File: src/rtl/if_fetch_pkg.sv
// if_fetch_pkg: shared types and constants for the instruction fetch controller.
// The HALT state is only present when IF_HALT_DETECT_EN is defined.
package if_fetch_pkg;
  localparam logic [31:0] RESET_PC = 32'h0;
  localparam logic [31:0] HALT_INSTR = 32'hEAFFFFFF;
  localparam int CNT_W = 16;
`ifdef IF_HALT_DETECT_EN
  typedef enum logic [1:0] {S_IDLE, S_RUN, S_HALT} state_t;
`else
  typedef enum logic [1:0] {S_IDLE, S_RUN} state_t;
`endif
  function automatic logic [CNT_W-1:0] sat_inc(input logic [CNT_W-1:0] c);
    return (&c) ? c : c + 1'b1;
  endfunction
endpackage

File: src/rtl/if_fetch_ctrl_if.sv
// if_fetch_ctrl_if: fetch controller bus; master is the controller, slave the environment.
interface if_fetch_ctrl_if;
  import if_fetch_pkg::*;
  logic             freeze;
  logic             branch_taken;
  logic [31:0]      branch_addr;
  logic [31:0]      imem_addr;
  logic [31:0]      imem_instr;
  logic [31:0]      if_instr;
  logic [31:0]      if_pc;
  logic             if_valid;
  logic             id_ready;
  logic [CNT_W-1:0] fetch_cnt;
  logic             halted;
  modport master (
    input  freeze, branch_taken, branch_addr, imem_instr, id_ready,
    output imem_addr, if_instr, if_pc, if_valid, fetch_cnt, halted
  );
  modport slave (
    output freeze, branch_taken, branch_addr, imem_instr, id_ready,
    input  imem_addr, if_instr, if_pc, if_valid, fetch_cnt, halted
  );
endinterface

File: src/rtl/if_out_reg.sv
// if_out_reg: IF/ID output register; flush beats load, load beats drop (valid clear on acceptance).
module if_out_reg (
  input  logic        clk,
  input  logic        rst_n,
  input  logic        load,
  input  logic        flush,
  input  logic        drop,
  input  logic [31:0] instr_i,
  input  logic [31:0] pc_i,
  output logic [31:0] instr_o,
  output logic [31:0] pc_o,
  output logic        valid_o
);
  logic [31:0] instr_q, instr_d, pc_q, pc_d;
  logic        valid_q, valid_d;
  always_comb begin
    instr_d = flush ? '0 : load ? instr_i : instr_q;
    pc_d    = flush ? '0 : load ? pc_i : pc_q;
    valid_d = flush ? 1'b0 : load ? 1'b1 : drop ? 1'b0 : valid_q;
  end
  always_ff @(posedge clk) begin
    if (!rst_n) begin
      instr_q <= '0;
      pc_q    <= '0;
      valid_q <= 1'b0;
    end else begin
      instr_q <= instr_d;
      pc_q    <= pc_d;
      valid_q <= valid_d;
    end
  end
  assign instr_o = instr_q;
  assign pc_o    = pc_q;
  assign valid_o = valid_q;
endmodule

File: src/rtl/if_fetch_ctrl.sv
// if_fetch_ctrl: IDLE/RUN(/HALT) fetch FSM with PC, saturating capture counter and IF/ID register.
// Optional halt-on-self-branch detection is enabled by defining IF_HALT_DETECT_EN.
module if_fetch_ctrl
  import if_fetch_pkg::*;
(
  input logic             clk,
  input logic             rst_n,
  if_fetch_ctrl_if.master bus
);
  state_t           state_q, state_d;
  logic [31:0]      pc_q, pc_d, pc_inc;
  logic [CNT_W-1:0] cnt_q, cnt_d;
  logic             run, redirect, capture, drop;
  logic             unused_ba;
  assign run      = state_q == S_RUN;
  assign redirect = run && bus.branch_taken;
  assign capture  = run && !bus.branch_taken && !bus.freeze && (!bus.if_valid || bus.id_ready);
  assign pc_inc   = pc_q + 32'd4;
  assign unused_ba = ^bus.branch_addr[1:0];
`ifdef IF_HALT_DETECT_EN
  logic halted_q, halted_d;
  assign drop       = state_q == S_HALT && bus.if_valid && bus.id_ready;
  assign bus.halted = halted_q;
`else
  assign drop       = 1'b0;
  assign bus.halted = 1'b0;
`endif
  always_comb begin
    state_d = state_q == S_IDLE ? S_RUN : state_q;
`ifdef IF_HALT_DETECT_EN
    if (capture && bus.imem_instr == HALT_INSTR) state_d = S_HALT;
    halted_d = state_d == S_HALT;
`endif
    pc_d  = redirect ? {bus.branch_addr[31:2], 2'b00} : capture ? pc_inc : pc_q;
    cnt_d = capture ? sat_inc(cnt_q) : cnt_q;
  end
  always_ff @(posedge clk) begin
    if (!rst_n) begin
      state_q  <= S_IDLE;
      pc_q     <= RESET_PC;
      cnt_q    <= '0;
`ifdef IF_HALT_DETECT_EN
      halted_q <= 1'b0;
`endif
    end else begin
      state_q  <= state_d;
      pc_q     <= pc_d;
      cnt_q    <= cnt_d;
`ifdef IF_HALT_DETECT_EN
      halted_q <= halted_d;
`endif
    end
  end
  // imem_addr is forced to 0 combinationally while reset is asserted
  assign bus.imem_addr = (!rst_n || state_q == S_IDLE) ? '0 : {2'b00, pc_q[31:2]};
  assign bus.fetch_cnt = cnt_q;
  if_out_reg u_out (
    .clk     (clk),
    .rst_n   (rst_n),
    .load    (capture),
    .flush   (redirect),
    .drop    (drop),
    .instr_i (bus.imem_instr),
    .pc_i    (pc_inc),
    .instr_o (bus.if_instr),
    .pc_o    (bus.if_pc),
    .valid_o (bus.if_valid)
  );
endmodule

File: src/flat_wrapper.sv
// flat-port wrapper written by rule: the top's interface ports become plain ports
module if_fetch_ctrl_flat import if_fetch_pkg::*;
  (clk, rst_n, bus_freeze, bus_branch_taken, bus_branch_addr, bus_imem_instr, bus_id_ready, bus_imem_addr, bus_if_instr, bus_if_pc, bus_if_valid, bus_fetch_cnt, bus_halted);
  if_fetch_ctrl_if bus_i ();
  input logic clk;
  input logic rst_n;
  input wire logic [$bits(bus_i.freeze)-1:0] bus_freeze;
  input wire logic [$bits(bus_i.branch_taken)-1:0] bus_branch_taken;
  input wire logic [$bits(bus_i.branch_addr)-1:0] bus_branch_addr;
  input wire logic [$bits(bus_i.imem_instr)-1:0] bus_imem_instr;
  input wire logic [$bits(bus_i.id_ready)-1:0] bus_id_ready;
  output wire logic [$bits(bus_i.imem_addr)-1:0] bus_imem_addr;
  output wire logic [$bits(bus_i.if_instr)-1:0] bus_if_instr;
  output wire logic [$bits(bus_i.if_pc)-1:0] bus_if_pc;
  output wire logic [$bits(bus_i.if_valid)-1:0] bus_if_valid;
  output wire logic [$bits(bus_i.fetch_cnt)-1:0] bus_fetch_cnt;
  output wire logic [$bits(bus_i.halted)-1:0] bus_halted;
  assign bus_i.freeze = bus_freeze;
  assign bus_i.branch_taken = bus_branch_taken;
  assign bus_i.branch_addr = bus_branch_addr;
  assign bus_i.imem_instr = bus_imem_instr;
  assign bus_i.id_ready = bus_id_ready;
  assign bus_imem_addr = bus_i.imem_addr;
  assign bus_if_instr = bus_i.if_instr;
  assign bus_if_pc = bus_i.if_pc;
  assign bus_if_valid = bus_i.if_valid;
  assign bus_fetch_cnt = bus_i.fetch_cnt;
  assign bus_halted = bus_i.halted;
  if_fetch_ctrl u_core (.clk(clk), .rst_n(rst_n), .bus(bus_i));
endmodule
File: config.mk
export PLATFORM = sky130hd
export DESIGN_NAME = if_fetch_ctrl_flat
export DESIGN_NICKNAME = d
export VERILOG_FILES = /design/src/rtl/if_fetch_pkg.sv /design/src/rtl/if_fetch_ctrl_if.sv /design/src/rtl/if_out_reg.sv /design/src/rtl/if_fetch_ctrl.sv /design/src/flat_wrapper.sv
export SDC_FILE = /design/constraint.sdc
export NUM_CORES = 1
export LEC_CHECK = 0
export ABC_AREA = 1
export ABC_CLOCK_PERIOD_IN_PS = 3900
export BUFFER_PORTS_ARGS = -buffer_cell sky130_fd_sc_hd__buf_4
export CAP_MARGIN = 40
export CORE_ASPECT_RATIO = 1.5
export CORE_MARGIN = 5
export CORE_UTILIZATION = 30
export CTS_BUF_LIST = sky130_fd_sc_hd__clkbuf_4 sky130_fd_sc_hd__clkbuf_8
export DETAILED_ROUTE_END_ITERATION = 10
export PLACE_DENSITY = 0.65
export SYNTH_ARGS = -nofsm -noshare
export SYNTH_HDL_FRONTEND = slang
export SYNTH_SLANG_ARGS = --single-unit
File: constraint.sdc
create_clock -name clk -period 3.9 [get_ports clk]
set_input_delay 0.195 -clock clk [delete_from_list [all_inputs] [get_ports clk]]
set_output_delay 0.195 -clock clk [all_outputs]
set_load 0.01 [all_outputs]
# ---- Word level (Yosys, flattened, before mapping)
# Cells that the tools add are included.
dict set report op_classes {
  add_sub_neg 2
  n_mul 0
  div 0
  magnitude_cmp 0
  n_eq_ne 0
  shift 0
  muxes 3
  bitwise 2
  reduce_logical 15
}
# operator n
set op_table {}
lappend op_table {{32-bit two-way mux} 2}
lappend op_table {{32-bit by 3-bit adder with 32-bit output (second input constant)} 1}
lappend op_table {{30-bit two-way mux} 1}
lappend op_table {{16-bit by 1-bit adder with 16-bit output (second input constant)} 1}
lappend op_table {{16-bit AND reduction} 1}
lappend op_table {{1-bit logical AND} 4}
lappend op_table {{1-bit logical NOT} 4}
lappend op_table {{2-bit logical NOT} 1}
lappend op_table {{1-bit logical OR} 2}
lappend op_table {{1-bit inverter} 2}
lappend op_table {{2-bit AND reduction} 1}
lappend op_table {{2-bit nonzero test} 1}
lappend op_table {{2-bit OR reduction} 1}
dict set report word_totals {
  register_bits 114
  latch_bits 0
  mem_bits_rw 0
  rom_bits 0
  out_inout_bits 114
  word_cells 29
  mem_count 0
}

# ---- Logic depth before layout (Yosys ltp)
dict set report depth {
  depth_word 6
  ltp_mapped 11
  ltp_nobuf 10
}

# ---- By module
# Synthesis repeated with hierarchy kept, for this count alone.
dict set report unflattened {
  cells_unflattened 845
  area_unflattened_um2 5644.2
}
# mod n_inst cells_per_inst area_per_inst_um2
set by_module_without_submodules {}
lappend by_module_without_submodules {if_fetch_ctrl 1 561 3290.7}
lappend by_module_without_submodules {if_out_reg 1 284 2353.5}

# ---- Worst setup path after synthesis
# OpenSTA, ideal clock, no wires.
dict set report synth_path {
  path_type {register to register}
  start {reg u_core.cnt_q[0] (netlist: u_core.bus.fetch_cnt[0])}
  end {reg u_core.cnt_q[11] (netlist: u_core.bus.fetch_cnt[11])}
  setup_time_ps 132
  arrival_ps 1403
  required_time_ps 3768
  setup_slack_ps 2365
  stages_incl_launch_ff 11
  n_path_buf 2
  path_cell_list {dfxtp_1 -> ha_1 -> nand2_1 -> nor2_1 -> nand2_1 -> nor2_1 -> nor2_2 -> buf_4 -> buf_6 -> nand2_1 -> a21oi_1}
}
dict set report synth_via {
  elab_chain_len 3
}
# item line_no
set synth_lines {}
lappend synth_lines {{from (decl)} if_fetch_ctrl.sv:12} ;# logic [CNT_W-1:0] cnt_q, cnt_d;
lappend synth_lines {{from (signal assigned)} if_fetch_ctrl.sv:48} ;# cnt_q <= cnt_d;
lappend synth_lines {{parallel branches: the longest is 3 deep, another holds 16-bit by 1-bit adder with 16-bit output} -}
# Several ways; the timed one is not identified.
# A chain may end at the register's enable or synchronous reset.

# ---- Worst setup path in the final report
dict set report layout_path {
  start {reg u_core.state_q[0]}
  end {reg u_core.pc_q[7]}
}
dict set report layout_via {
  elab_chain_len 4
}
# item line_no
set layout_lines {}
lappend layout_lines {{from (decl)} if_fetch_ctrl.sv:10} ;# state_t state_q, state_d;
lappend layout_lines {{from (signal assigned)} if_fetch_ctrl.sv:46} ;# state_q <= state_d;
lappend layout_lines {{1-bit logical AND (3 in series)} if_fetch_ctrl.sv:17} ;# assign capture = run && !bus.branch_taken && !bus.freeze && (!bus.if_valid || bus.id_ready);
lappend layout_lines {{2-bit nonzero test (no source line)} -}
lappend layout_lines {{to (signal assigned)} if_fetch_ctrl.sv:47} ;# pc_q <= pc_d;
lappend layout_lines {{to (decl)} if_fetch_ctrl.sv:11} ;# logic [31:0] pc_q, pc_d, pc_inc;
# Several ways; a longest one is shown, not always the timed one.

==> metrics.yaml <==
maxCapViolations: 0
totalWireLength_um: 16300
boundaryPins: 183
multi_input_area_um2: 2560
cts_made_buffers: 9
layout-drive-gt1-share_pct: 22.3
crit_slowest_cell: "nor2_8"
p_leak_nw: 3.21
grt_max_degree: 62
grt_first_pass_wirelength_um: 25200
cts_root_buffer: "clkbuf_8"
dieArea_um2: 20000
path_cells: "nand2_1 > inv_2 > nor2_4 > inv_2 > nor2_8 > inv_2 > a21oi_1 > o21ai_1 > nand2_1"
clock_sinks: 110
finalCritPeriodShare_pct: 57.8
critical_path_class: "register to register"
synth_area_leaders: "dfxtp_1 (43%), nand2_1 (21%), nor2_1 (6.9%)"
yosysTopAreaCellShare_pct: 42.6
synth-edff-count: 0
grt_overflow: 0
dr.first_iter.drc_count: 241
ys.flop_type: "dfxtp_1"
fin_crit_ns: 2.25
n_antenna_cell: 0
ys.warnings.count: 0
cts_tree: "yes"
netlist_area_um2: 5170
final_max_slew_viol_count: 0
grt_usage_pct: 16.0
h-tree-depth: 3
grt_antenna_before_repair: 0
globalplace.congestion: 0.891
power_per_cell_area_nw_per_um2: 317
worst_slack_ns: 1.65
chipHeight_um: 171
hpwlAfterDp_um: 12100
yosysUniqueCellTypes: 31
nets: 995
synth_commonest_cells: "nand2_1 (289), dfxtp_1 (110), nor2_1 (95)"
hold_violations: 0
utilization_pct: 40.7
area_growth_syn_to_layout_pct: 32.4
syn_inst: 763
rsz0062_at_grt: "false"
async_flop_share_pct: 0
io_buffer_count: 175
post_cts_resized: 0
whs_ns: 0.0263
fill_cells: 1880
setup-tns-final_ns: 0
seq_area_um2: 2200
max_freq_ghz: 0.444
end_kind: "register"
start_util_pct: 30.7
finalSetupViolCount: 0
core_area_um2: 16800
worstPathArrival_ns: 2.58
clkTransAtPathRegs_ns: 0.11
postSynthAreaPerCell_um2: 6.78
vdd_drop_max_uv: 200
hold_class: "input port to register"
critPathRequiredTime_ns: 4.23
place_ws_ns: 1.56
cts_buffer_depth: 2
wire_per_inst_um: 14.3
status: "finished clean"
ant_nets: 0
grt_pass1_vias: 5073
ys_seq_area_share_pct: 42.6
finClkSkew_ns: 0.0106
cts_setup_buffers: 0
dr.pass1.iters: 4
synth_top_cell_by_area: "dfxtp_1"
drc: 0
crit_fanout: 55
vias_per_cell: 4.63
crit_path_max_incr_delay_ns: 0.58
vias: 5272
clk_latency_ns: 0.38
synth.most_common_cell: "nand2_1"
slew_headroom_pct: 48.5
worst_pin_slew_ns: 0.772
synth_seq_cells: 110
cpMostUsedCell: "inv_2"
critPathTopFamily: "simple AND/OR/NAND/NOR gates"
row_count: 58
startpoint_type: "register"
die-width_um: 117
path_buf_inv: 3
[cells in the final DEF, fill, tap and decap left out, types with 3 or more instances in the layout]
cell type and instances:
nand2_1 289, buf_4 177, dfxtp_1 110, nor2_1 95
inv_1 60, nand3_1 43, o21ai_0 38, a22o_1 32
a21oi_1 15, nand4_1 9, clkbuf_8 9, inv_2 5
xor2_1 5, o211ai_1 5, conb_1 5, nor2_4 4
xnor2_1 4, o21ai_1 3, clkinvlp_4 3, dlygate4sd3_1 3
[layer usage]
metal,up-vias,part of all wire (%),track usage [%]
li1,2739,-,-
met5,-,0,0
met2,142,51,29.0
met3,17,6.4,3.04
met1,2374,41,18.2
met4,0,1.8,6.24
[state kept, by name (all words and copies together), names as in the netlist]
register,count
u_core.pc_q,30
u_core.u_out.valid_o,1
u_core.state_q,1
u_core.u_out.instr_o,32
u_core.u_out.pc_o,30
u_core.bus.fetch_cnt,16
[final timing paths]
path	from	to	slack, ns	depth (start not counted)
min reg2reg	u_core.u_out.pc_o[5]	u_core.u_out.pc_o[5]	0.46	2
min	bus_imem_instr[3]	u_core.u_out.instr_o[3]	0.03	2
max	u_core.state_q[0]	u_core.pc_q[7]	1.65	9
max reg2reg	u_core.state_q[0]	u_core.pc_q[7]	1.65	9
[logic make-up after synthesis]
family | count (synthesis) | share of synthesized area [%]
flip-flops | 110 | 42.6
other | 1 | 0.0725
buffers and inverters | 99 | 8.32
XOR/XNOR | 9 | 1.52
adder cells (fa/ha/maj) | 2 | 0.484
AO/OA/AOI/OAI | 95 | 11.8
AND/OR/NAND/NOR | 447 | 35.2
[area by class of cell]
cell class	instances	area share, %
Multi-Input combinational cell	558	37.4
Timing Repair Buffer	180	19.8
Clock buffer	9	1.81
Inverter	65	3.56
Tap cell	210	3.84
Clock inverter	7	1.41
Sequential cell	110	32.2
[repair_timing]
item,in CTS,in global routing
hold buffers,1,2
hold endpoints to repair,1,2
endpoints found under the setup margin,0,0
[worst register-to-register path, cell delays in order, from the launching register on]
cell,delay [ns]
dfxtp_1,0.34
nand2_1,0.15
inv_2,0.28
nor2_4,0.28
inv_2,0.10
nor2_8,0.58
inv_2,0.17
a21oi_1,0.15
o21ai_1,0.09
nand2_1,0.07
[power by group]
| group | switching (mW) | internal, mW |
|---|---|---|
| sequential | 0.0265 | 1.15 |
| combinational | 0.125 | 0.0994 |
| clock | 0.406 | 0.363 |
[stage by stage]
step	cell area [um^2]	instances	total power, mW
after floorplan	5190	767	1.32
after global placement	6600	1120	1.43
after detailed placement	6600	1120	1.43
after CTS	6830	1137	2.21
after global routing	6850	1139	2.28
final	6850	1139	2.17
(Power assumes the default switching activity.)
